### config.mk
export PLATFORM = sky130hd
export DESIGN_NAME = branch_predict_btb
export DESIGN_NICKNAME = d
export VERILOG_FILES = /design/src/rtl/branch_predict_btb.sv
export SDC_FILE = /design/constraint.sdc
export NUM_CORES = 2
export LEC_CHECK = 0
export CORE_ASPECT_RATIO = 0.75
export CORE_UTILIZATION = 56
export DETAILED_ROUTE_END_ITERATION = 12
export GPL_ROUTABILITY_DRIVEN = 0
export PLACE_DENSITY = 0.84
export SYNTH_ARGS = -nofsm -noshare
export SYNTH_HDL_FRONTEND = slang
export SYNTH_SLANG_ARGS = --single-unit
### constraint.sdc
create_clock -name clk -period 4.5 [get_ports clk]
set_clock_uncertainty 0.05 [all_clocks]
set_input_delay 0.45 -clock clk [delete_from_list [all_inputs] [get_ports clk]]
set_output_delay 0.45 -clock clk [all_outputs]
set_load 0.02 [all_outputs]
### src/rtl/branch_predict_btb.sv
// Direct-mapped BTB with 2-bit direction counters; zero-latency lookup, single-edge update, no backpressure.
// Optional statistics counters are built when BTB_STATS_EN is defined.
module branch_predict_btb #(
  parameter int ADDR_W  = 32,
  parameter int ENTRIES = 16,
  parameter int IDX_W   = $clog2(ENTRIES),
  parameter int TAG_W   = ADDR_W - IDX_W - 2
) (
  input  logic              clk,
  input  logic              reset,
  input  logic [ADDR_W-1:0] lk_pc,
  output logic              lk_hit,
  output logic              lk_taken,
  output logic [ADDR_W-1:0] lk_target,
  input  logic              upd_valid,
  input  logic [ADDR_W-1:0] upd_pc,
  input  logic              upd_taken,
  input  logic [ADDR_W-1:0] upd_target,
  input  logic              upd_pred_taken,
  input  logic [ADDR_W-1:0] upd_pred_target,
  output logic              upd_mispredict,
  input  logic              flush_all
`ifdef BTB_STATS_EN
  ,
  output logic [31:0]       stat_lookups,
  output logic [31:0]       stat_updates,
  output logic [31:0]       stat_mispredicts
`endif
);

  logic              valid_q [ENTRIES];
  logic [TAG_W-1:0]  tag_q   [ENTRIES];
  logic [ADDR_W-1:0] tgt_q   [ENTRIES];
  logic [1:0]        ctr_q   [ENTRIES];

  logic [IDX_W-1:0]  lk_idx, upd_idx;
  logic [TAG_W-1:0]  lk_tag, upd_tag;
  logic              upd_hit;

  assign lk_idx  = lk_pc[IDX_W+1:2];
  assign lk_tag  = lk_pc[ADDR_W-1:IDX_W+2];
  assign upd_idx = upd_pc[IDX_W+1:2];
  assign upd_tag = upd_pc[ADDR_W-1:IDX_W+2];

  assign lk_hit    = reset && valid_q[lk_idx] && (tag_q[lk_idx] == lk_tag);
  assign lk_taken  = lk_hit && ctr_q[lk_idx][1];
  assign lk_target = lk_taken ? tgt_q[lk_idx] : lk_pc + ADDR_W'(4);

  assign upd_hit = valid_q[upd_idx] && (tag_q[upd_idx] == upd_tag);

  assign upd_mispredict = reset && upd_valid &&
                          ((upd_taken != upd_pred_taken) ||
                           (upd_taken && (upd_pred_target != upd_target)));

  // flush_all outranks a same-cycle update; counters and targets survive a flush.
  always_ff @(posedge clk or negedge reset) begin
    if (!reset) begin
      for (int i = 0; i < ENTRIES; i++) begin
        valid_q[i] <= 1'b0;
        tag_q[i]   <= '0;
        tgt_q[i]   <= '0;
        ctr_q[i]   <= 2'b01;
      end
    end else if (flush_all) begin
      for (int i = 0; i < ENTRIES; i++) begin
        valid_q[i] <= 1'b0;
      end
    end else if (upd_valid) begin
      if (upd_hit) begin
        if (upd_taken) begin
          if (ctr_q[upd_idx] != 2'b11) ctr_q[upd_idx] <= ctr_q[upd_idx] + 2'd1;
          tgt_q[upd_idx] <= upd_target;
        end else begin
          if (ctr_q[upd_idx] != 2'b00) ctr_q[upd_idx] <= ctr_q[upd_idx] - 2'd1;
        end
      end else if (upd_taken) begin
        valid_q[upd_idx] <= 1'b1;
        tag_q[upd_idx]   <= upd_tag;
        tgt_q[upd_idx]   <= upd_target;
        ctr_q[upd_idx]   <= 2'b10;
      end
    end
  end

`ifdef BTB_STATS_EN
  always_ff @(posedge clk or negedge reset) begin
    if (!reset) begin
      stat_lookups     <= '0;
      stat_updates     <= '0;
      stat_mispredicts <= '0;
    end else begin
      if (upd_valid)                   stat_updates     <= stat_updates + 32'd1;
      if (upd_valid && upd_pred_taken) stat_lookups     <= stat_lookups + 32'd1;
      if (upd_mispredict)              stat_mispredicts <= stat_mispredicts + 32'd1;
    end
  end
`endif

endmodule

# [Word-level counts from Yosys, hierarchy flattened]
# Cells that the tools add are included.
# Widths: inputs -> output; s select.
[totals] ramBits=0 in_bits=134 out_inout_bits=35 word_cells=146 latchBits=0 memories=0 ff_bits=976 mem_bits_ro=0
[classes] n_bitwise=8 muxes=43 n_lt_le_gt_ge=3 mul=0 n_shift=0 n_eq_ne=7 n_addsub=3 n_reduce_logical=18 div=0
[op_table] operator="$bwmux 512" count=1
[op_table] operator="$bwmux 416" count=1
[op_table] operator="$mux 32" count=9
[op_table] operator="$bmux 26 s4" count=2
[op_table] operator="$mux 26" count=5
[op_table] operator="$bmux 32 s4" count=1
[op_table] operator="$demux 32 s4" count=1
[op_table] operator="$demux 26 s4" count=1
[op_table] operator="$bwmux 32" count=2
[op_table] operator="$mux 16" count=4
[op_table] operator="$eq 26x26->1" count=2
[op_table] operator="$add 32x3->32 const B" count=1
[op_table] operator="$ne 32x32->1" count=1
[op_table] operator="$or 16x16->16" count=2
[op_table] operator="$and 16x16->16" count=1
[op_table] operator="$bmux 2 s4" count=2
[op_table] operator="$not 16->16" count=1
[op_table] operator="$ge 5x5->1 const B" count=2
[op_table] operator="$mux 2" count=5
[op_table] operator="$not 4->5" count=2
[op_table] operator="$reduce_bool 2->1" count=5
[op_table] operator="$bmux 1 s4" count=2
[op_table] operator="$demux 2 s4" count=1
[op_table] operator="$logic_and 1x1->1" count=8
[op_table] operator="13 further kinds" count=20

# [Longest topological paths before layout]
[logic_depth] depth_word=10 depth_mapped=17 mapped_depth_nobuf=10

# [Worst setup path before layout]
# OpenSTA, ideal clock, no wires.
[synth_timing] path_kind="in2out" startpoint="input port lk_pc[2]" endpoint="output port lk_target[10]" t_required_ns=4.000 path_stages=12 slack_ns=-0.089 arrival_time_ns=4.089 n_path_buf=5 path_cell_list="clkbuf_1 -> buf_2 -> buf_1 -> mux4_2 -> mux4_2 -> xnor2_1 -> nand4_1 -> nor4_1 -> nand3_1 -> clkbuf_1 -> buf_1 -> a21oi_1"
[synth_via] elab_chain_len=8 word_cells_on_any_way=19 classes_between="add/sub (1); eq/ne (1); mux (13); bitwise (1); reduce/logical (3)"
[synth_rtl] item="start: declaration" line_no="11" text="input logic [ADDR_W-1:0] lk_pc,"
[synth_rtl] item="$not 4->5 (implied by the code)" line_no="45, 46, 47"
[synth_rtl] item="$bmux 26 s4 / $bmux 1 s4 (equally long branches)" line_no="45" text="assign lk_hit = reset && valid_q[lk_idx] && (tag_q[lk_idx] == lk_tag);"
[synth_rtl] item="$mux 26 (implied by the code) / $mux 1 (equally long branches) (2 in a row)" line_no="45"
[synth_rtl] item="$eq 26x26->1 / $logic_and 1x1->1 (equally long branches)" line_no="45"
[synth_rtl] item="$logic_and 1x1->1" line_no="45"
[synth_rtl] item="$logic_and 1x1->1" line_no="46" text="assign lk_taken = lk_hit && ctr_q[lk_idx][1];"
[synth_rtl] item="$mux 32 *" line_no="47" text="assign lk_target = lk_taken ? tgt_q[lk_idx] : lk_pc + ADDR_W'(4);"
[synth_rtl] item="end: declaration" line_no="14" text="output logic [ADDR_W-1:0] lk_target,"
# Mark *: on every way between the ends. The rest lies on a longest branch, timed or not. The select of a mux whose other input is x is not followed.

# [Worst setup path after layout]
[layout_timing] startpoint="register tag_q[111] in the netlist's numbering" endpoint="output port lk_target[3]"
[layout_via] elab_chain_len=7
[layout_rtl] item="start: declaration" line_no="32" text="logic [TAG_W-1:0] tag_q [ENTRIES];"
[layout_rtl] item="start signal: indexed assignment" line_no="78" text="tag_q[upd_idx] <= upd_tag;"
[layout_rtl] item="$bmux 26 s4" line_no="45"
[layout_rtl] item="$mux 26 (implied by the code) (2 in a row)" line_no="45"
[layout_rtl] item="$eq 26x26->1" line_no="45"
[layout_rtl] item="$logic_and 1x1->1" line_no="45"
[layout_rtl] item="$logic_and 1x1->1" line_no="46"
[layout_rtl] item="$mux 32" line_no="47"
# Every way passes these cells. The select of a mux whose other input is x is not followed.

==> reports/qor.csv <==
metric;value;unit
Cells after Synth;3212;
Compound-Gate Fraction of Synth Area;1.95;%
Final Net Count;3592;
proportion of power drawn by combinational gates;16.4;%
Slew Viols, Final;0;
critical path class;reg -> out;
cell taking the most area after synthesis;dfrtp_1;
hold_ws;0.0727;ns
Seq/Total Area, Yosys;49.4;%
DRT antenna net count;0;
MaxCap Viol Count;0;
FF-to-FF setup slack;0.19;ns
slew margin rel.;32.9;%
number of library cell types mapped by synthesis;57;
final period demand of the worst path;4.47;ns
fill cell count;5686;
Peak Freq;223;MHz
Critical Path, Cell by Cell;mux4_2, mux4_2, xor2_2, nor2_4, nand4_1, nor4_2, buf_4, nand3_4, buf_12, buf_8, mux2_4, buf_6;
sum of buffers and inverters on the critical path;4;
vias in the first global route;32811;
Die H;259;um
Routed WL per cell;29.7;um
full die area;0.0895;mm^2
DIE WIDTH;345;um
post-synthesis xor/xnor area fraction;2.18;%
switching power;0.00587;W
global-route usage over all layers;31.6;%
DR vias/cell;6.71;
Switching Share;25.6;%
PwrDens;398;mW/mm^2
htree depth;3;
Startpoint Class;register;
CTS Buffer Depth;3;
Clock power frac;37.0;%
Initial Util;57.0;%
clock root buffer;clkbuf_16;
Worst Path Required;4.00;ns
outcome;completed;
post-synth top area share;48.6;%
internal cell power;0.0171;W
initial antenna violation count;7;
mux contribution to synthesized area;41.4;%
final setup TNS;0;ns
DRC;0;
Reg clk slew, reported paths;0.06;ns
Vias;31359;
DR pass1 iterations;6;
CTS Buf Count;96;
register share of total power;46.5;%
Register-to-Register Path Depth;13;
IO buf count;166;
GR Overflow Total;0;
Worst Max-Slew Pin Slew;1.01;ns
Mapped Nets;3349;
layout cells sized above 1;53.6;%
worst-path fanout max;3;
top cell types by occurrence after synthesis;dfrtp_1 (960), mux2_2 (960), mux4_2 (382), clkbuf_1 (185), mux2i_1 (99);
synthesized area per cell;15.4;um^2
post-synthesis async set-or-reset flop share;100;%
Syn Std Cell Area;0.0494;mm^2
I/O pin count;169;
worst skew pair latency;0.67;ns
CP arrival;3.97;ns
final worst path period share;99.4;%
Max rail drop VDD;282;uV
Slowest cell on crit path;mux4_2;
largest net degree at the start of global routing;168;
Reg2Reg Capture Point;ctr_q[6];
Final Setup Violations;0;
largest family of logic cells by synthesized area;multiplexers;
commonest register cell after synthesis;dfrtp_1;
drt initial violations;3448;
crit-path max cell delay;0.54;ns
cts hold-fix bufs;0;
Post-Synth Adder-Cell Area;0.0759;%
Pleak;26.0;nW
Yosys warning count;0;
Clock Sinks;976;
Hold Crit Class;in -> async;
top cells by area, synth;dfrtp_1 (49%), mux2_2 (22%), mux4_2 (17%);
CP endpoint kind;output pin;
Worst path most repeated cell;mux4_2;
Fin. Hold Viols;0;
CP top delay family;multiplexers;
Core Area;0.0867;mm^2
Area growth, synth to finish;16.5;%
first-pass GRT wire length;212;mm
routed wire length;139;mm
HPWL after detailed placement;89.0;mm
launch point of the worst reg-to-reg path;tag_q[129];
TritonCTS clock tree;done;
Post-synth EDFFs;0;
# rows;93;
unrepaired setup endpoints after global routing;yes;
simple-gate area share of the yosys netlist;2.08;%
#FFs+latches synth;976;
## per-stage QoR
| step | instance area, um^2 | std cells | total power [W] | utilization, % | worst slack (ns) |
|---|---|---|---|---|---|
| finish | 57600 | 4671 | 0.0229 | 66.5 | 0.0257 |
| global route | 57600 | 4670 | 0.0237 | 66.5 | -0.0508 |
| CTS | 57500 | 4664 | 0.0229 | 66.3 | -0.103 |
| detailed placement | 54000 | 4482 | 0.0145 | 62.3 | -0.410 |
| global placement | 54000 | 4482 | 0.0143 | 62.3 | -0.425 |
| floorplan | 49400 | 3212 | 0.0131 | - | 0.0850 |
## power groups by stage
stage	logic [W]	registers [W]	clock network, W
floorplan	0.00259	0.0105	0
global placement	0.00357	0.0107	0
detailed placement	0.00369	0.0108	0
CTS	0.00373	0.0106	0.00856
global route	0.00400	0.0108	0.00891
finish	0.00377	0.0107	0.00850
## area by class of cell
type	count	area [um^2]	share of cell area [%]
Antenna cell	2	5.00	0.00869
Clock buffer	135	2810	4.88
Clock inverter	37	495	0.860
Inverter	25	93.8	0.163
Multi-Input combinational cell	1916	24000	41.6
Sequential cell	976	24400	42.4
Tap cell	1140	1430	2.48
Timing Repair Buffer	440	4390	7.61
## registers in the layout (all words and copies together), names as in the netlist
register	count
valid_q	16
tag_q	416
tgt_q	512
ctr_q	32
## cells in the final DEF, fill, tap and decap left out, drive strengths merged, types with 5 or more instances in the layout
| cell type | n |
|---|---|
| bufinv | 11 |
| clkbuf | 135 |
| clkinv | 20 |
| nand2b | 6 |
| a21oi | 31 |
| nor4 | 10 |
| a22oi | 8 |
| nand3 | 29 |
| nor2b | 13 |
| clkinvlp | 5 |
| nand4 | 16 |
| buf | 311 |
| nor3 | 10 |
| clkdlybuf4s50 | 124 |
| dfstp | 16 |
| mux2i | 99 |
| o32ai | 7 |
| and2 | 6 |
| dfrtp | 960 |
| xor2 | 57 |
| and3 | 12 |
| o21ai | 21 |
| mux2 | 968 |
| nand2 | 47 |
| xnor2 | 66 |
| mux4 | 382 |
| inv | 26 |
| a21o | 6 |
| o22ai | 6 |
| a221oi | 12 |
| nor2 | 54 |
| a22o | 16 |
## cells by family (layout without fill, tap and decap cells)
kind of cell	Yosys count	in the layout
DFF	976	976
other	0	2
adders and majority gates	3	3
and+or+nand+nor	208	209
muxes	1449	1449
xor gates and xnor gates	123	123
buffers and inverters	321	637
AOI/OAI and AO/OA	132	132
## per-layer routing
metal / share of wire (%) / vias to the layer above / GRT usage, %
met5: 0.036 / - / 0
met4: 2.4 / 8 / 8.17
met1: 42 / 16796 / 46.0
met2: 46 / 1604 / 48.0
li1: - / 12678 / -
met3: 9.6 / 273 / 7.93
## how the worst max path moves through the flow
stage | start | endpoint | slack (ns) | cells past startpoint
floorplan | lk_pc[2] | lk_target[10] | 0.09 | 11
global placement | lk_pc[2] | lk_target[10] | -0.43 | 12
detailed placement | lk_pc[2] | lk_target[10] | -0.41 | 12
CTS | tag_q[111] | lk_target[3] | -0.10 | 12
global route | tag_q[119] | lk_target[3] | -0.05 | 11
finish | tag_q[111] | lk_target[3] | 0.03 | 12
## what timing repair did
action,in CTS,in global routing
endpoints found under the hold margin,0,0
pin swaps,6,3
gates resized for setup,159,16
cloned,2,0
setup buffers,13,5
endpoints found under the setup margin,34,33
No activity file was read; power rests on OpenSTA's default activity.
